==> src/rtl/systolic_feeder.sv <==
// systolic_feeder: job sequencer for one systolic_array instance.
// Buffers an A (column-per-k) and B (row-per-k) operand set, streams it into
// the array edges, drains the array pipeline with zero beats and latches the
// accumulator bus.
// Optional feature macro: FEEDER_AUTOCLEAR_EN (one-cycle array clear before
// every job; without it consecutive jobs accumulate into the array).
//
// state     | meaning
// ----------+----------------------------------------------------------
// S_IDLE    | load port open, waiting for a start with a legal k_len
// S_CLEAR   | array held in reset for one cycle (FEEDER_AUTOCLEAR_EN)
// S_STREAM  | presenting buffered A column / B row number cnt
// S_DRAIN   | zero beats flushing the skew and pass-through registers
// S_CAPTURE | array stopped, accumulator bus latched at the closing edge

module systolic_feeder #(
  parameter int N     = 2,
  parameter int W     = 8,
  parameter int ACC_W = 2*W+4,
  parameter int K_MAX = 16
) (
  input  logic                          clk,
  input  logic                          rst,
  input  logic                          ld_valid,
  output logic                          ld_ready,
  input  logic                          ld_sel,
  input  logic [$clog2(K_MAX)-1:0]      ld_k,
  input  logic [N*W-1:0]                ld_data,
  input  logic                          start,
  input  logic [$clog2(K_MAX):0]        k_len,
  output logic                          busy,
  output logic                          done,
  output logic                          err,
  output logic                          arr_rst,
  output logic                          arr_en,
  output logic [N*W-1:0]                a_vec_flat,
  output logic [N*W-1:0]                b_vec_flat,
  input  logic [N*N*ACC_W-1:0]          c_in_flat,
  output logic [N*N*ACC_W-1:0]          c_res_flat
);

  localparam int KW      = $clog2(K_MAX);
  localparam int CNT_MAX = (K_MAX > 2*N) ? K_MAX : 2*N;
  localparam int CNT_W   = $clog2(CNT_MAX);

  localparam logic [KW:0]      K_MAX_L    = (KW+1)'(K_MAX);
  localparam logic [CNT_W-1:0] DRAIN_LAST = CNT_W'(2*N-2);

  typedef enum logic [2:0] {
    S_IDLE,
    S_CLEAR,
    S_STREAM,
    S_DRAIN,
    S_CAPTURE
  } state_t;

  state_t                  state_q, state_d;
  logic [CNT_W-1:0]        cnt_q, cnt_d;
  logic [KW:0]             k_q, k_d;
  logic                    busy_q, busy_d;
  logic                    done_q, done_d;
  logic                    err_q, err_d;
  logic                    arr_rst_q, arr_rst_d;
  logic                    arr_en_q, arr_en_d;
  logic                    ld_ready_q, ld_ready_d;
  logic [N*W-1:0]          a_vec_q, a_vec_d;
  logic [N*W-1:0]          b_vec_q, b_vec_d;
  logic [N*N*ACC_W-1:0]    c_res_q, c_res_d;

  // Operand buffers are deliberately not reset: contents survive jobs and resets.
  logic [N*W-1:0]          abuf_q [K_MAX];
  logic [N*W-1:0]          bbuf_q [K_MAX];

  logic [KW:0]             ld_k_ext;
  logic                    buf_we;
  logic [CNT_W-1:0]        stream_last;
  logic [KW-1:0]           beat_idx;
  logic [N*W-1:0]          a_rd;
  logic [N*W-1:0]          b_rd;

  assign ld_k_ext    = {1'b0, ld_k};
  assign buf_we      = ld_valid & ld_ready_q & (ld_k_ext < K_MAX_L);
  assign stream_last = CNT_W'(k_q - 1'b1);
  assign beat_idx    = cnt_d[KW-1:0];

  // Load beats land in the buffer selected by ld_sel; out-of-range k is dropped.
  always_ff @(posedge clk) begin
    if (buf_we) begin
      if (ld_sel) begin
        bbuf_q[ld_k] <= ld_data;
      end else begin
        abuf_q[ld_k] <= ld_data;
      end
    end
  end

  // Buffer read for the next beat, forwarding a beat written on the start edge.
  always_comb begin
    a_rd = abuf_q[beat_idx];
    b_rd = bbuf_q[beat_idx];
    if (buf_we && (ld_k == beat_idx)) begin
      if (ld_sel) begin
        b_rd = ld_data;
      end else begin
        a_rd = ld_data;
      end
    end
  end

  // Next-state, beat counter, job length latch, pulses and result capture.
  always_comb begin
    state_d = state_q;
    cnt_d   = cnt_q;
    k_d     = k_q;
    done_d  = 1'b0;
    err_d   = 1'b0;
    c_res_d = c_res_q;
    unique case (state_q)
      S_IDLE: begin
        if (start) begin
          if ((k_len == '0) || (k_len > K_MAX_L)) begin
            err_d = 1'b1;
          end else begin
            k_d   = k_len;
            cnt_d = '0;
`ifdef FEEDER_AUTOCLEAR_EN
            state_d = S_CLEAR;
`else
            state_d = S_STREAM;
`endif
          end
        end
      end
      S_CLEAR: begin
        state_d = S_STREAM;
        cnt_d   = '0;
      end
      S_STREAM: begin
        if (cnt_q == stream_last) begin
          state_d = S_DRAIN;
          cnt_d   = '0;
        end else begin
          cnt_d = cnt_q + 1'b1;
        end
      end
      S_DRAIN: begin
        if (cnt_q == DRAIN_LAST) begin
          state_d = S_CAPTURE;
          cnt_d   = '0;
        end else begin
          cnt_d = cnt_q + 1'b1;
        end
      end
      S_CAPTURE: begin
        state_d = S_IDLE;
        c_res_d = c_in_flat;
        done_d  = 1'b1;
      end
      default: begin
        state_d = S_IDLE;
        cnt_d   = '0;
      end
    endcase
  end

  // Registered outputs are decoded from the state being entered so they line
  // up with the state they describe.
  always_comb begin
    busy_d     = (state_d != S_IDLE);
    ld_ready_d = (state_d == S_IDLE);
    arr_rst_d  = (state_d == S_CLEAR);
    arr_en_d   = (state_d == S_STREAM) || (state_d == S_DRAIN);
    a_vec_d    = '0;
    b_vec_d    = '0;
    if (state_d == S_STREAM) begin
      a_vec_d = a_rd;
      b_vec_d = b_rd;
    end
  end

  // State and output registers; reset holds the array in reset too.
  always_ff @(posedge clk or posedge rst) begin
    if (rst) begin
      state_q    <= S_IDLE;
      cnt_q      <= '0;
      k_q        <= '0;
      busy_q     <= 1'b0;
      done_q     <= 1'b0;
      err_q      <= 1'b0;
      arr_rst_q  <= 1'b1;
      arr_en_q   <= 1'b0;
      ld_ready_q <= 1'b1;
      a_vec_q    <= '0;
      b_vec_q    <= '0;
      c_res_q    <= '0;
    end else begin
      state_q    <= state_d;
      cnt_q      <= cnt_d;
      k_q        <= k_d;
      busy_q     <= busy_d;
      done_q     <= done_d;
      err_q      <= err_d;
      arr_rst_q  <= arr_rst_d;
      arr_en_q   <= arr_en_d;
      ld_ready_q <= ld_ready_d;
      a_vec_q    <= a_vec_d;
      b_vec_q    <= b_vec_d;
      c_res_q    <= c_res_d;
    end
  end

  assign ld_ready   = ld_ready_q;
  assign busy       = busy_q;
  assign done       = done_q;
  assign err        = err_q;
  assign arr_rst    = arr_rst_q;
  assign arr_en     = arr_en_q;
  assign a_vec_flat = a_vec_q;
  assign b_vec_flat = b_vec_q;
  assign c_res_flat = c_res_q;

endmodule

==> config.mk <==
export PLATFORM = sky130hd
export DESIGN_NAME = systolic_feeder
export DESIGN_NICKNAME = d
export VERILOG_FILES = /design/src/rtl/systolic_feeder.sv
export SDC_FILE = /design/constraint.sdc
export NUM_CORES = 1
export LEC_CHECK = 0
export CORE_MARGIN = 3
export CORE_UTILIZATION = 40
export CTS_BUF_LIST = sky130_fd_sc_hd__clkbuf_8
export DETAILED_ROUTE_END_ITERATION = 8
export SETUP_SLACK_MARGIN = 0.05
export SYNTH_ARGS = -nofsm -noshare
export SYNTH_HDL_FRONTEND = slang
export SYNTH_SLANG_ARGS = --single-unit
==> constraint.sdc <==
create_clock -name clk -period 6.48 [get_ports clk]
set_clock_uncertainty 0.15 [all_clocks]
set_input_delay 1.62 -clock clk [delete_from_list [all_inputs] [get_ports clk]]
set_output_delay 1.62 -clock clk [all_outputs]
set_load 0.01 [all_outputs]
==> flow_metrics.tcl, run 1 <==
set metrics [dict create \
    period_needed_ps 4880 \
    start_util_pct 40.6 \
    synth_top_family_by_area "simple AND/OR/NAND/NOR gates" \
    cp-start-kind "input pin" \
    clock_sinks 641 \
    crit_path_end_kind "flip-flop" \
    cts_hold_buf 0 \
    portBuffers 227 \
    tns_ps 0 \
    timing_max_transition_violations_final 0 \
    ir_drop_uv 786 \
    critPathMaxFanout 48 \
    yosys_register_bits 641 \
    yosys.cell_types.count 65 \
    holdPathStages 1 \
    drtAntennaViolNets 0 \
    clk_path_buf_depth 3 \
    drive_above_1_share_pct 14.6 \
    wl_per_cell_um 22.6 \
    cp-startpoint "k_len[0]" \
    die_y_um 257 \
    r2r_end "b_vec_flat[5]" \
    min_to "c_res_flat[33]" \
    htreeDepth 3 \
    cts_resized 0 \
    synthMostInstantiatedCell "edfxtp_1" \
    p_leak_nw 11.2 \
    place_area_um2 28600 \
    clkLatencyLatePin_ps 710 \
    synth_xor_area_share_pct 0.364 \
    fillers 5331 \
    synth_cells 1700 \
    synth_fa_ha_area_share_pct 0.149 \
    yosysWarnings 0 \
    path_clk_slew_ps 60 \
    finalInstanceArea_um2 30500 \
    fp.dieArea_um2 65900 \
    grt-ovfl-total 0 \
    fin_ws_ps 1600 \
    worstMarginPinSlew_ps 1080 \
    fp.coreArea_um2 61900 \
    yosys.area.top_type_share_pct 61.2 \
    drv_cap 0 \
    syn_area_um2 25100 \
    antenna_found_initial 3 \
    grt_max_degree 159 \
    final_nets 2106 \
    async_reset_ff_share_pct 20.1 \
    yosys-top-cells-area "edfxtp_1 61%, dfrtp_1 13%, nand2_1 5.1%, mux2i_1 3.9%, mux2_2 3.8%" \
    rsz0062_at_grt "no" \
    yosys.area_share.simple_pct 11.2 \
    hp-class "reg2reg" \
    grt_pass1_vias 15500 \
    syn2layout_area_growth_pct 21.3 \
    cts_tree "done" \
    synthMuxAreaShare_pct 7.71 \
    r2r_slack_ps 2410 \
    fin_hold_ws_ps 352 \
    multi_input_area_um2 6050 \
    synth_enable_flop_cells 512 \
    root_buffer "clkbuf_8" \
    arrival_ps 5360 \
    period_share_pct 75.4 \
    cts_made_buffers 103 \
    synth_compound_area_share_pct 4.55 \
    synth_seq_area_share_pct 74.1 \
    synth_top_area_cell "edfxtp_1" \
    synth.avg_cell_area_um2 14.8 \
    synth_nets 1813 \
    vias_per_cell 5.36 \
    path_class "in2reg" \
    rows 91 \
    num_io_pins 228 \
    critPathRequiredTime_ps 6950 \
    first_pass_iters 5 \
    hp-start "c_res_flat[33]" \
    routed_wirelength_mm 65.8 \
    reg2reg_depth 10 \
    grt_pass1_wl_mm 98.6 \
    ys.flop_type "edfxtp_1" \
    vias 15600 \
    drc 0 \
    gp_congestion 0.890 \
    dpl_worst_slack_ps 975 \
    postCtsSetupBuffers 0 \
    drt_iter0_drc 1512 \
    power.density_nw_per_um2 476 \
    synth_common_cells "512 x edfxtp_1, 341 x nand2_1, 127 x dfrtp_1" \
    die_x_um 257 \
    outcome "complete, no violations" \
    hold_violations 0 \
    max_freq_ghz 0.205 \
    timing.rr.start "cnt_q[0]" \
    dp_hpwl_mm 38.6 \
    grt_usage_pct 19.6 \
    seq_area_um2 18600 \
    maxSlewHeadroom_pct 27.8 \
    setup_violations 0 \
]
==> registers in the layout, summed over array words and instances, names as in the netlist, 3 cells and up <==
name and flops:
a_vec_flat 16, c_res_flat 80, abuf_q 256, cnt_q 4, k_q 4, b_vec_flat 16, state_q 3, bbuf_q 256
==> placed cells by master (no fill, tap or decap), types with 59 or more instances in the layout <==
master	count
nand3_1	122
clkdlybuf4s50_1	226
dfrtp_1	127
nand2_1	341
a32oi_1	94
edfxtp_1	512
mux2i_1	98
clkbuf_8	107
buf_4	59
nand4_1	62
mux2_2	85
==> through the flow <==
step / power (mW) / util, % / std cells
6_report: 14.5 / 49.2 / 2916
5_1_grt: 15.3 / 49.2 / 2916
4_1_cts: 14.6 / 49.2 / 2915
3_5_place_dp: 11.4 / 46.1 / 2725
3_3_place_gp: 11.3 / 46.1 / 2725
2_1_floorplan: 9.03 / - / 1700
==> report_power, final <==
group,switching (mW),leakage [nW],internal [mW]
Sequential,0.207,6.31,4.79
Combinational,4.04,3.77,2.26
Clock,1.58,1.10,1.62
==> worst max-delay path by stage <==
stage,end,slack (ps),depth (start not counted)
after floorplan,a_vec_flat[0],1270,1
after global placement,b_vec_flat[6],1120,9
after detailed placement,b_vec_flat[5],980,9
after CTS,b_vec_flat[5],1700,9
after global routing,b_vec_flat[5],1350,9
final,b_vec_flat[5],1600,9
==> layout make-up <==
type	count	share of cell area, %
sequential	641	61.1
clock buffer	107	4.83
inverter	11	0.177
tap	837	3.44
timing repair buffer	291	9.22
multi-input combinational	945	19.9
antenna	1	0.00821
clock inverter	83	1.40
==> layer usage <==
layer | vias to the layer above | global-route usage, % | share of wire (%)
met5 | - | 0 | 0.027
met4 | 2 | 6.41 | 2.3
met3 | 96 | 4.96 | 9.8
met2 | 760 | 29.8 | 45
met1 | 7747 | 27.8 | 43
li1 | 7017 | - | -
==> cells by family (layout without fill, tap and decap cells) <==
family / count (synthesis) / in the layout
compound gates: 129 / 129
xor+xnor: 8 / 8
fa+ha+maj: 3 / 3
buf+inv: 114 / 492
flops: 641 / 641
mux: 183 / 183
other cells: 1 / 2
simple gates: 621 / 621
==> critical path: stages <==
cell and delay, ps:
clkdlybuf4s50_1 470, nor4_4 420, mux2i_1 520, nand3_1 280
a21bo_2 270, a22oi_2 330, nand3_2 810, or2_1 520
nand3_1 90
(Power assumes the default switching activity.)
==> inputs of run 2 (changes only) <==
clock period = 4.5 ns   (was 6.48 ns; I/O delays follow)
==> run 2 against run 1 <==
Against the previous run: combinational power increased by 52%; via count increased by 1.5%; worst hold slack about the same; setup slack worse by 770 ps; sequential share of layout area is 0.84 points lower; final cell count rose by 1.1%; utilization rose by 0.69 points; clock power increased by 48%; non-clock buffer count rose by 26; critical endpoint is now b_vec_flat[11]; largest cell class unchanged; largest power group unchanged.
==> flow_metrics.tcl, run 2 (synthesis gave the netlist of run 1 again) <==
set metrics [dict create \
    outcome "complete, no violations" \
    syn2layout_area_growth_pct 23.0 \
    postCtsSetupBuffers 0 \
    hold_violations 0 \
    switching_share_pct 39.5 \
    cts_made_buffers 103 \
    period_share_pct 81.8 \
    clock_sinks 641 \
    crit_path_end_kind "flip-flop" \
    antenna_found_initial 1 \
    cp-start-kind "input pin" \
    gp_congestion 0.848 \
    layout_common_cells "512 x edfxtp_1, 341 x nand2_1, 227 x clkdlybuf4s50_1" \
    power.density_nw_per_um2 696 \
    path_cells "clkdlybuf4s50_1 -> nor4_4 -> mux2i_1 -> nand3_1 -> a21bo_2 -> a22oi_2 -> nand3_2 -> buf_12 -> nand4_1 -> nand3_1" \
    fp.dieArea_um2 65900 \
    hp-class "reg2reg" \
    p_leak_nw 11.4 \
    utilization_pct 49.9 \
    num_io_pins 228 \
    power.share.combinational_pct 44.5 \
    pwr-share-clk_pct 22.0 \
    cts_tree "done" \
    drive_above_1_share_pct 15.9 \
    fp.coreArea_um2 61900 \
    period_needed_ps 3680 \
    worstMarginPinSlew_ps 1100 \
    start_util_pct 40.6 \
    crit_cells 10 \
    vias 15900 \
    die_y_um 257 \
    grt_pass1_vias 16000 \
    clkLatencyLatePin_ps 710 \
    p_seq_share_pct 33.5 \
    critPathRequiredTime_ps 4910 \
    timing_max_transition_violations_final 0 \
    cts_hold_buf 0 \
    cp_num_buf_inv 2 \
    arrival_ps 4090 \
    vias_per_cell 5.38 \
    first_pass_iters 5 \
    wl_per_cell_um 23.0 \
    drv_cap 0 \
    path_clk_slew_ps 60 \
    maxSlewHeadroom_pct 26.6 \
    portBuffers 227 \
    final_nets 2132 \
    internal_power_mw 13.0 \
    rows 91 \
    reg2reg_depth 10 \
    root_buffer "clkbuf_8" \
    tns_ps 0 \
    grt_pass1_wl_mm 101 \
    r2r_end "b_vec_flat[14]" \
    r2r_slack_ps 1030 \
    rsz0062_at_grt "no" \
    clk_path_buf_depth 3 \
    slowest_delay_ps 480 \
    cp-startpoint "k_len[0]" \
    htreeDepth 3 \
    cts_resized 0 \
    grt-ovfl-total 0 \
    finalInstanceArea_um2 30900 \
    path_common_cell "nand3_1" \
    die_x_um 257 \
    critPathMaxFanout 48 \
    routed_wirelength_mm 67.7 \
    fin_ws_ps 821 \
    ir_drop_uv 944 \
    switching_power_mw 8.50 \
    endpoint "b_vec_flat[11]" \
    dp_hpwl_mm 40.1 \
    grt_usage_pct 20.2 \
    dpl_worst_slack_ps 132 \
    drtAntennaViolNets 0 \
    setup_violations 0 \
    max_freq_ghz 0.272 \
    path_class "in2reg" \
    cp_top_family "simple AND/OR/NAND/NOR gates" \
    drt_iter0_drc 1452 \
    grt_max_degree 105 \
    drc 0 \
    timing.rr.start "cnt_q[3]" \
    place_area_um2 28900 \
    mostFrequentLayoutCell "edfxtp_1" \
    slowest_stage "mux2i_1" \
]
==> run 2: cell types whose count changed in the layout (fill, tap and decap cells not counted), sizes merged <==
| cell | previous run | this run |
|---|---|---|
| inv | 51 | 58 |
| clkinv | 40 | 32 |
| clkinvlp | 1 | 2 |
| clkbuf | 107 | 113 |
| buf | 65 | 90 |
| clkdlybuf4s50 | 226 | 227 |
==> run 2: power by group through the flow <==
stage	logic [mW]	clock network, mW	registers, mW
after floorplan	5.66	0	7.35
after global placement	9.47	0	7.33
after detailed placement	9.57	0	7.34
after CTS	9.61	4.83	7.22
after global routing	10.4	5.10	7.24
final	9.56	4.72	7.21
==> run 2: metal layers <==
metal  GRT usage [%]  share of wire (%)
met3            4.26                7.6
met4            6.28                1.8
met1            27.0                 42
met5               0                  0
met2            33.2                 48
==> run 2: worst min-delay path by stage <==
stage / startpoint / end / slack [ps] / depth (start not counted)
2_1_floorplan: k_q[3] / k_q[3] / 350 / 1
3_3_place_gp: c_res_flat[74] / c_res_flat[74] / 340 / 1
3_5_place_dp: c_res_flat[76] / c_res_flat[76] / 340 / 1
4_1_cts: c_res_flat[76] / c_res_flat[76] / 360 / 1
5_1_grt: c_res_flat[10] / c_res_flat[10] / 360 / 1
6_report: c_res_flat[54] / c_res_flat[54] / 350 / 1
==> run 2: stage by stage <==
step	instances	power [mW]	hold slack (ps)
after floorplan	1700	13.0	351
after global placement	2751	16.8	338
after detailed placement	2751	16.9	344
after CTS	2947	21.7	357
after global routing	2948	22.7	361
final	2948	21.5	353
==> run 2: cell type report <==
class	instances	area, um^2
Multi-Input combinational cell	945	6050
Inverter	11	52.6
Clock inverter	83	407
Fill cell	5298	31000
Antenna cell	1	2.50
Timing Repair Buffer	317	3170
Clock buffer	113	1560
Sequential cell	641	18600
Tap cell	837	1050
==> inputs of run 3 (changes only) <==
clock period = 3.4 ns   (was 4.5 ns; I/O delays follow)
==> run 3 against run 2 <==
Against the previous run: worst hold slack better by 2.5 ps; combinational power is 52% higher; die area stayed put; design area grew 3.3%; count of clock-buffer cells in the layout grew 3; sequential share of layout area shrank 1.9 points; routed wire length is 1.3% lower; sequential cell count unchanged; first-iteration DRC count increased by 5.0%; register-to-register slack lost 840 ps; critical path type unchanged.
==> flow_metrics.tcl, run 3 (synthesis gave the netlist of run 1 again) <==
set metrics [dict create \
    worstMarginPinSlew_ps 910 \
    power.share.combinational_pct 47.6 \
    layout_common_cells "512 x edfxtp_1, 341 x nand2_1, 227 x clkdlybuf4s50_1" \
    die_y_um 257 \
    fin_hold_ws_ps 355 \
    critPathRequiredTime_ps 3840 \
    grt_pass1_vias 16100 \
    clkLatencyLatePin_ps 690 \
    vias_per_cell 5.23 \
    max_freq_ghz 0.308 \
    syn2layout_area_growth_pct 27.1 \
    antenna_found_initial 3 \
    power.density_nw_per_um2 957 \
    final_nets 2212 \
    drtAntennaViolNets 0 \
    utilization_pct 51.5 \
    place_inst 2830 \
    fillers 5251 \
    switching_share_pct 38.0 \
    cp-start-kind "input pin" \
    power.total_mw 30.6 \
    fp.dieArea_um2 65900 \
    p_seq_share_pct 31.1 \
    clk_path_buf_depth 3 \
    drt_iter0_drc 1525 \
    setup_violations 0 \
    drive_above_1_share_pct 19.9 \
    grt_pass1_wl_mm 100 \
    dpl_worst_slack_ps -629 \
    p_leak_nw 12.0 \
    drv_cap 0 \
    pwr-share-clk_pct 21.3 \
    mostFrequentLayoutCell "edfxtp_1" \
    first_pass_iters 6 \
    switching_power_mw 11.6 \
    die_x_um 257 \
    cts_made_buffers 102 \
    cts_tree "done" \
    fp.coreArea_um2 61900 \
    gp_congestion 0.872 \
    rows 91 \
    grt-ovfl-total 0 \
    period_needed_ps 3250 \
    period_share_pct 95.4 \
    fin_cells 3028 \
    num_io_pins 228 \
    start_util_pct 40.6 \
    internal_power_mw 18.9 \
    portBuffers 227 \
    root_buffer "clkbuf_8" \
    hp-class "reg2reg" \
    critPathMaxFanout 15 \
    outcome "complete, no violations" \
    htreeDepth 3 \
    routed_wirelength_mm 66.8 \
    clock_sinks 641 \
    rsz0062_at_grt "yes" \
    ir_drop_uv 872 \
    path_class "in2reg" \
    drc 0 \
    grt_max_degree 49 \
    vias 15800 \
    crit_path_end_kind "flip-flop" \
    grt_usage_pct 20.0 \
    timing_max_transition_violations_final 0 \
    hold_violations 0 \
    maxSlewHeadroom_pct 39.1 \
    path_clk_slew_ps 60 \
    dp_hpwl_mm 42.0 \
    wl_per_cell_um 22.1 \
    arrival_ps 3690 \
    fin_ws_ps 155 \
]
run 3: cell count changes in the layout (fill, tap and decap cells not counted), moves of 2 or more:
cell,delta
buf_4,+59
buf_12,+20
clkinv_1,-11
clkinv_2,+5
inv_1,-4
bufinv_16,+3
clkbuf_8,+3
a32oi_1,-2
a32oi_2,+2
run 3: final timing paths:
path                           startpoint  cells after the start  slack [ps]              to
hold / removal             c_res_flat[43]                      1         350  c_res_flat[43]
max in group asynchronous             rst                      3        1850        ld_ready
hold reg to reg            c_res_flat[43]                      1         350  c_res_flat[43]
setup / recovery                 k_len[3]                     13         150  a_vec_flat[11]
min in group asynchronous             rst                      2         520  c_res_flat[13]
setup reg to reg                   k_q[1]                     12         190   b_vec_flat[2]
run 3: cell type report:
type,instances,area [um^2],area share (%)
Inverter,11,52.6,0.165
Antenna cell,2,5.00,0.0157
Timing Repair Buffer,398,4040,12.7
Sequential cell,641,18600,58.3
Multi-Input combinational cell,945,6090,19.1
Tap cell,837,1050,3.28
Clock buffer,116,1600,5.00
Clock inverter,78,482,1.51
run 3: timing repair:
action | in CTS | in global routing
setup buffers | 0 | 2
resized for setup | 1 | 8
endpoints found under the setup margin | 1 | 26
hold buffers | 0 | 0
pin swaps | 0 | 6
run 3: per-layer routing:
| metal | wire, um | track usage [%] |
|---|---|---|
| met1 | 27800 | 26.3 |
| met2 | 32200 | 33.0 |
| met3 | 5280 | 4.22 |
| met4 | 1520 | 6.87 |
| met5 | 14 | 0 |
run 3: stage by stage:
| stage | cell area (um^2) | setup TNS [ps] |
|---|---|---|
| 5_1_grt | 31900 | -55.1 |
| 2_1_floorplan | 25100 | 0 |
| 6_report | 31900 | 0 |
| 3_3_place_gp | 29800 | -14900 |
| 4_1_cts | 31900 | 0 |
| 3_5_place_dp | 29800 | -15860 |
run 3: power by group through the flow:
stage,clock (mW),combinational [mW],sequential [mW]
after floorplan,0,7.49,9.73
after global placement,0,14.2,9.65
after detailed placement,0,14.4,9.66
after CTS,6.69,14.5,9.51
after global routing,7.05,15.7,9.54
final,6.52,14.5,9.49
run 3: worst max-delay path, stage by stage:
cell	delay (ps)
clkdlybuf4s50_1	460
nor4_4	320
mux2_2	390
o21ai_0	160
buf_4	140
o22ai_4	100
inv_8	210
xnor2_2	130
buf_4	160
a31oi_4	180
buf_12	190
nand4_1	220
nand3_1	150
